==> config.mk <==
export PLATFORM = sky130hd
export DESIGN_NAME = mem_port_arbiter_flat
export DESIGN_NICKNAME = d
export VERILOG_FILES = /design/src/rtl/mem_port_arbiter_if.sv /design/src/rtl/mem_port_arbiter.sv /design/src/flat_wrapper.sv
export SDC_FILE = /design/constraint.sdc
export NUM_CORES = 1
export LEC_CHECK = 0
export CORE_MARGIN = 4
export CORE_UTILIZATION = 37
export CTS_CLUSTER_DIAMETER = 40
export DETAILED_ROUTE_END_ITERATION = 6
export GPL_ROUTABILITY_DRIVEN = 0
export PLACE_DENSITY = 0.77
export SYNTH_ARGS = -nofsm -noshare
export SYNTH_HDL_FRONTEND = slang
export SYNTH_SLANG_ARGS = --single-unit
==> constraint.sdc <==
create_clock -name Clock -period 2.1 [get_ports Clock]
set_input_delay 0.42 -clock Clock [delete_from_list [all_inputs] [get_ports Clock]]
set_output_delay 0.42 -clock Clock [all_outputs]
set_load 0.005 [all_outputs]
==> src/rtl/mem_port_arbiter_if.sv <==
// mem_port_arbiter_if
//   Bundles the instruction-fetch port, the data port and the
//   single-ported memory port seen by mem_port_arbiter.
//   slave  : view used by the arbiter
//   master : view used by the pipeline/memory side (stimulus)
//   Fetch  : IReq, IAddr -> IRdata, IReady
//   Data   : DReq, DWe, DAddr, DWdata -> DRdata, DReady
//   Memory : MemEn, MemWe, MemAddr, MemWdata <- MemRdata
//   Status : Busy
interface mem_port_arbiter_if;
  logic        IReq;
  logic [31:0] IAddr;
  logic [31:0] IRdata;
  logic        IReady;
  logic        DReq;
  logic        DWe;
  logic [31:0] DAddr;
  logic [31:0] DWdata;
  logic [31:0] DRdata;
  logic        DReady;
  logic        MemEn;
  logic        MemWe;
  logic [31:0] MemAddr;
  logic [31:0] MemWdata;
  logic [31:0] MemRdata;
  logic        Busy;

  modport slave (
    input  IReq, IAddr, DReq, DWe, DAddr, DWdata, MemRdata,
    output IRdata, IReady, DRdata, DReady,
    output MemEn, MemWe, MemAddr, MemWdata, Busy
  );

  modport master (
    output IReq, IAddr, DReq, DWe, DAddr, DWdata, MemRdata,
    input  IRdata, IReady, DRdata, DReady,
    input  MemEn, MemWe, MemAddr, MemWdata, Busy
  );
endinterface

==> src/rtl/mem_port_arbiter.sv <==
// mem_port_arbiter
//   Shares one single-ported memory between an instruction-fetch port and
//   a data port. One access at a time: IDLE arbitrates, ACCESS holds the
//   memory for WAIT_CYCLES cycles, DONE pulses the granted port's Ready.
//   Ports:
//     Clock  : processor clock, rising-edge
//     Reset_ : asynchronous, active-low reset
//     bus    : mem_port_arbiter_if.slave (fetch, data, memory, Busy)
//
//   state  | meaning
//   IDLE   | no access in flight; arbitrate and latch the winner
//   ACCESS | memory enabled with latched address/data, counter running
//   DONE   | one-cycle Ready pulse to the granted port
module mem_port_arbiter #(
  parameter int unsigned WAIT_CYCLES = 2
) (
  input logic              Clock,
  input logic              Reset_,
  mem_port_arbiter_if.slave bus
);

  typedef enum logic [1:0] {IDLE, ACCESS, DONE} state_t;

  localparam logic [3:0] CNT_LOAD = 4'(WAIT_CYCLES - 1);

  state_t      state, state_nxt;
  logic [3:0]  cnt;
  logic        last_d;
  logic        gnt_d;
  logic        we_q;
  logic [31:0] addr_q;
  logic [31:0] wdata_q;
  logic [31:0] irdata_q;
  logic [31:0] drdata_q;
  logic        any_req;
  logic        grant_d;
  logic        last_cycle;

  assign any_req    = bus.IReq | bus.DReq;
  // Data wins a tie unless the previous tie also went to data.
  assign grant_d    = bus.DReq & ~(bus.IReq & last_d);
  assign last_cycle = (cnt == 4'd0);

  always_ff @(posedge Clock or negedge Reset_) begin
    if (!Reset_) state <= IDLE;
    else         state <= state_nxt;
  end

  always_comb begin
    state_nxt = state;
    case (state)
      IDLE:    if (any_req) state_nxt = ACCESS;
      ACCESS:  if (last_cycle) state_nxt = DONE;
      DONE:    state_nxt = IDLE;
      default: state_nxt = IDLE;
    endcase
  end

  always_comb begin
    bus.MemEn  = 1'b0;
    bus.MemWe  = 1'b0;
    bus.IReady = 1'b0;
    bus.DReady = 1'b0;
    bus.Busy   = 1'b1;
    case (state)
      IDLE:   bus.Busy = 1'b0;
      ACCESS: begin
        bus.MemEn = 1'b1;
        bus.MemWe = gnt_d & we_q;
      end
      DONE: begin
        bus.IReady = ~gnt_d;
        bus.DReady = gnt_d;
      end
      default: bus.Busy = 1'b1;
    endcase
  end

  always_ff @(posedge Clock or negedge Reset_) begin
    if (!Reset_) begin
      cnt      <= 4'd0;
      last_d   <= 1'b0;
      gnt_d    <= 1'b0;
      we_q     <= 1'b0;
      addr_q   <= 32'd0;
      wdata_q  <= 32'd0;
      irdata_q <= 32'd0;
      drdata_q <= 32'd0;
    end else begin
      case (state)
        IDLE: begin
          if (any_req) begin
            cnt     <= CNT_LOAD;
            gnt_d   <= grant_d;
            addr_q  <= grant_d ? bus.DAddr : bus.IAddr;
            wdata_q <= grant_d ? bus.DWdata : 32'd0;
            we_q    <= grant_d & bus.DWe;
            // A lone data request leaves the fairness flag untouched.
            if (grant_d && bus.IReq) last_d <= 1'b1;
            else if (!grant_d)       last_d <= 1'b0;
          end
        end
        ACCESS: begin
          if (last_cycle) begin
            if (!we_q) begin
              if (gnt_d) drdata_q <= bus.MemRdata;
              else       irdata_q <= bus.MemRdata;
            end
          end else begin
            cnt <= cnt - 4'd1;
          end
        end
        default: ;
      endcase
    end
  end

  assign bus.MemAddr  = addr_q;
  assign bus.MemWdata = wdata_q;
  assign bus.IRdata   = irdata_q;
  assign bus.DRdata   = drdata_q;

endmodule

==> src/flat_wrapper.sv <==
// flat-port wrapper written by rule: the top's interface ports become plain ports
module mem_port_arbiter_flat 
#(
  parameter int unsigned WAIT_CYCLES = 2
)
  (Clock, Reset_, bus_IReq, bus_IAddr, bus_DReq, bus_DWe, bus_DAddr, bus_DWdata, bus_MemRdata, bus_IRdata, bus_IReady, bus_DRdata, bus_DReady, bus_MemEn, bus_MemWe, bus_MemAddr, bus_MemWdata, bus_Busy);
  mem_port_arbiter_if bus_i ();
  input logic Clock;
  input logic Reset_;
  input wire logic [$bits(bus_i.IReq)-1:0] bus_IReq;
  input wire logic [$bits(bus_i.IAddr)-1:0] bus_IAddr;
  input wire logic [$bits(bus_i.DReq)-1:0] bus_DReq;
  input wire logic [$bits(bus_i.DWe)-1:0] bus_DWe;
  input wire logic [$bits(bus_i.DAddr)-1:0] bus_DAddr;
  input wire logic [$bits(bus_i.DWdata)-1:0] bus_DWdata;
  input wire logic [$bits(bus_i.MemRdata)-1:0] bus_MemRdata;
  output wire logic [$bits(bus_i.IRdata)-1:0] bus_IRdata;
  output wire logic [$bits(bus_i.IReady)-1:0] bus_IReady;
  output wire logic [$bits(bus_i.DRdata)-1:0] bus_DRdata;
  output wire logic [$bits(bus_i.DReady)-1:0] bus_DReady;
  output wire logic [$bits(bus_i.MemEn)-1:0] bus_MemEn;
  output wire logic [$bits(bus_i.MemWe)-1:0] bus_MemWe;
  output wire logic [$bits(bus_i.MemAddr)-1:0] bus_MemAddr;
  output wire logic [$bits(bus_i.MemWdata)-1:0] bus_MemWdata;
  output wire logic [$bits(bus_i.Busy)-1:0] bus_Busy;
  assign bus_i.IReq = bus_IReq;
  assign bus_i.IAddr = bus_IAddr;
  assign bus_i.DReq = bus_DReq;
  assign bus_i.DWe = bus_DWe;
  assign bus_i.DAddr = bus_DAddr;
  assign bus_i.DWdata = bus_DWdata;
  assign bus_i.MemRdata = bus_MemRdata;
  assign bus_IRdata = bus_i.IRdata;
  assign bus_IReady = bus_i.IReady;
  assign bus_DRdata = bus_i.DRdata;
  assign bus_DReady = bus_i.DReady;
  assign bus_MemEn = bus_i.MemEn;
  assign bus_MemWe = bus_i.MemWe;
  assign bus_MemAddr = bus_i.MemAddr;
  assign bus_MemWdata = bus_i.MemWdata;
  assign bus_Busy = bus_i.Busy;
  mem_port_arbiter #(.WAIT_CYCLES(WAIT_CYCLES)) u_core (.Clock(Clock), .Reset_(Reset_), .bus(bus_i));
endmodule
==> out/metrics.yaml <==
outcome:
  status: "finished, violations left"
  violations: "negative setup slack"
placement:
  dp_hpwl_um: 12390
  place.port_buffers: 265
logic_synthesis:
  synthArstFlopShare_pct: 100.0
  synth.most_common_cell: "dfrtp_1"
  synth_edf_count: 0
  synth_cell_types: 32
  yosysWarnings: 0
  synth_ff_type: "dfrtp_1"
  yosys-top-cells-count: "dfrtp_1 (137), nand2_1 (68), mux2_2 (35), a21oi_1 (34), a22o_1 (34)"
  ys_seq_area_share_pct: 61.34
  synth_top_cell_by_area: "dfrtp_1"
  syn_area_sq_um: 5589
  yosys_register_bits: 137
  syn_inst: 435
  synth_fp_nets: 570
  synth_area_leaders: "dfrtp_1 (61%), mux2_4 (8.1%), mux2_2 (7.1%)"
  syn_avg_cell_area_sq_um: 12.85
  yosysTopAreaCellShare_pct: 61.34
power:
  p_clk_share_pct: 20.7
  switching_power_uw: 4194
  combPwrFrac_pct: 45.0
  peakVddDrop_mv: 0.5889
  switching_share_pct: 29.66
  sequentialPowerShare_pct: 34.2
  powerDensity_nw_per_um2: 1505
  p_leak_uw: 0.004168
  p_total_uw: 14140
  intPower_uw: 9945
routing:
  dr.pass1.iters: 4
  routedWlPerCell_um: 18.93
  vias_per_cell: 5.151
  drtAntennaViolNets: 0
  wl_um: 17280
  drc_errors: 0
  vias: 4703
  drt-initial-drc-count: 159
layout:
  final_core_utilization_pct: 64.17
  antenna_cells: 0
  drive_gt1_share_pct: 18.66
  area_growth_pct: 68.12
  fillers: 1091
  layout.nets: 852
hold_path:
  hold_start: "u_core.bus.DRdata[12]"
  hp-class: "reg2reg"
floorplan:
  die_y_um: 130.9
  die_area_sq_um: 17140
  core_sq_um: 14640
  initial_core_util_pct: 38.17
  io_pins: 266
  row_count: 44
  die_w_um: 130.9
sta:
  tightest_slew_ps: 600.0
  setup_viol: 1
  finalHoldViolations: 0
  period_minus_slack_ps: 2102
  worst_slack_ps: -1.675
  fin_hold_ws_ps: 487.6
  fmax_mhz: 475.8
  period_share_pct: 100.1
  drv_slew: 0
  finalClockSkew_ps: 9.083
  grt_setup_unrepaired: "true"
  relSlewSlack_pct: 60.00
setup_path:
  crit_fanout: 8
  crit_path_end: "u_core.bus.DRdata[31]"
  r2r-end: "u_core.bus.DRdata[31]"
  r2r_slack_ps: -2
  arrival_ps: 2390
  crit_chain: "inv_2, ha_4, or3b_4, buf_6, nor4_4, buf_6, clkbuf_16, mux2_4"
  worstPathRequired_ps: 2390
  end_kind: "register"
  cp_slowest_cell: "dfrtp_1"
  crit_path_start: "u_core.cnt[0]"
  r2r-start: "u_core.cnt[0]"
  ff2ff_path_depth: 8
  critPathLaunchType: "register"
  worst_path_most_repeated_cell: "buf_6"
  cpPeakStageDelay_ps: 380
  path_class: "reg2reg"
global_route:
  grt_max_degree: 50
  overflow: 0
  grt.total_usage_pct: 19.23
  antenna_found_initial: 0
  grt_pass1_vias: 4881
  grt_pass1_wl_um: 25410
cts:
  cts_buffer_depth: 2
  cts_tree: "yes"
  ctsHtreeMaxLevel: 4
  cts_inserted_buffers: 17
  clock-sinks: 137
  clk_pin_slew_ps: 60
  clockRootBuffer: "clkbuf_16"
  worstSkewPairLatency_ps: 410
flow_run:
  maxCapViolations: 0
==> per-stage QoR <==
stage / TNS [ps] / setup slack (ps) / instance area (sq um) / instances
2_1_floorplan: -948.1 / -35.17 / 5593 / 435
3_3_place_gp: 0 / 53.83 / 8588 / 873
3_5_place_dp: 0 / 8.141 / 8588 / 873
4_1_cts: -10.37 / -6.123 / 9205 / 906
5_1_grt: -1372 / -54.10 / 9397 / 913
6_report: -1.675 / -1.675 / 9397 / 913
==> cells in the final DEF, fill, tap and decap left out, types with 2 or more instances in the layout <==
cell | synthesis | final
clkbuf_1 | 25 | 2
nor3b_1 | 2 | 2
inv_1 | 6 | 3
dfrtp_1 | 137 | 137
bufinv_16 | 0 | 2
clkbuf_8 | 0 | 3
dlygate4sd2_1 | 0 | 3
buf_4 | 0 | 16
inv_6 | 0 | 2
and3_1 | 2 | 2
dlymetal6s2s_1 | 0 | 2
o21bai_1 | 2 | 2
clkinvlp_4 | 0 | 3
buf_12 | 0 | 8
clkbuf_16 | 0 | 19
inv_2 | 0 | 3
nand2_1 | 68 | 68
mux2_4 | 30 | 51
a21oi_1 | 34 | 34
clkdlybuf4s50_1 | 0 | 259
mux2_2 | 35 | 14
a31oi_1 | 32 | 32
nor3_1 | 2 | 2
buf_6 | 2 | 3
a22o_1 | 34 | 34
==> cell type report <==
type | count | area, sq um | share of cell area, %
clock buffers | 22 | 474.2 | 5.047
clock inverters | 9 | 113.9 | 1.212
inverters | 6 | 22.52 | 0.2397
multi-input cells | 260 | 2095 | 22.29
flip-flops and latches | 137 | 3428 | 36.48
well taps | 184 | 230.2 | 2.450
repair buffers | 295 | 3033 | 32.28
==> worst max-delay path, delay by kind of cell (launching register included) <==
kind | cells | cell delay, ps
adder cells (fa/ha/maj) | 1 | 130
buffers and inverters | 4 | 570
AND/OR/NAND/NOR | 2 | 590
flip-flops | 1 | 380
multiplexers | 1 | 310
==> how the worst min path moves through the flow <==
stage,endpoint,cells past startpoint
after floorplan,u_core.bus.DRdata[0],0
after global placement,u_core.bus.IRdata[14],1
after detailed placement,u_core.bus.IRdata[14],1
after CTS,u_core.bus.DRdata[12],1
after global routing,u_core.bus.MemWdata[25],1
final,u_core.bus.DRdata[12],1
==> registers in the layout, summed over array words and instances (netlist names) <==
name,cells
u_core.bus.IRdata,32
u_core.we_q,1
u_core.last_d,1
u_core.state,2
u_core.cnt,4
u_core.bus.MemAddr,32
u_core.bus.MemWdata,32
u_core.bus.DRdata,32
u_core.gnt_d,1
==> power by group through the flow <==
stage	logic (uW)	clock network, uW	registers (uW)
after floorplan	2440	0	4740
after CTS	6200	2980	4810
after global placement	5960	0	4770
after detailed placement	6150	0	4800
final	6370	2930	4840
after global routing	6880	3110	4970
==> metal layers <==
layer	vias up	part of all wire [%]	GRT usage [%]	wire length, um
met2	231	50	31.46	8555
met1	2319	40	23.27	6862
met3	25	8.7	7.439	1497
met4	0	2.1	6.776	363
met5	-	0	0	0
li1	2128	-	-	-
==> cell families (layout without fill, tap and decap cells) <==
group                    after synthesis  in the layout  synth area share [%]
buffers and inverters                 38            332                 3.291
flip-flops                           137            137                 61.34
multiplexers                          67             67                 15.49
AO/OA/AOI/OAI                        107            107                 12.92
AND/OR/NAND/NOR                       84             84                 6.514
adder cells (fa/ha/maj)                2              2                0.4477
==> timing repair <==
item | 4_1_cts | 5_1_grt
hold buffers | 1 | 0
endpoints found under the setup margin | 5 | 66
resized for setup | 8 | 28
gates cloned | 0 | 3
buffers inserted | 1 | 4
endpoints found under the hold margin | 44 | 0
pin swaps | 0 | 1
Power figures use the tool's default switching activity.
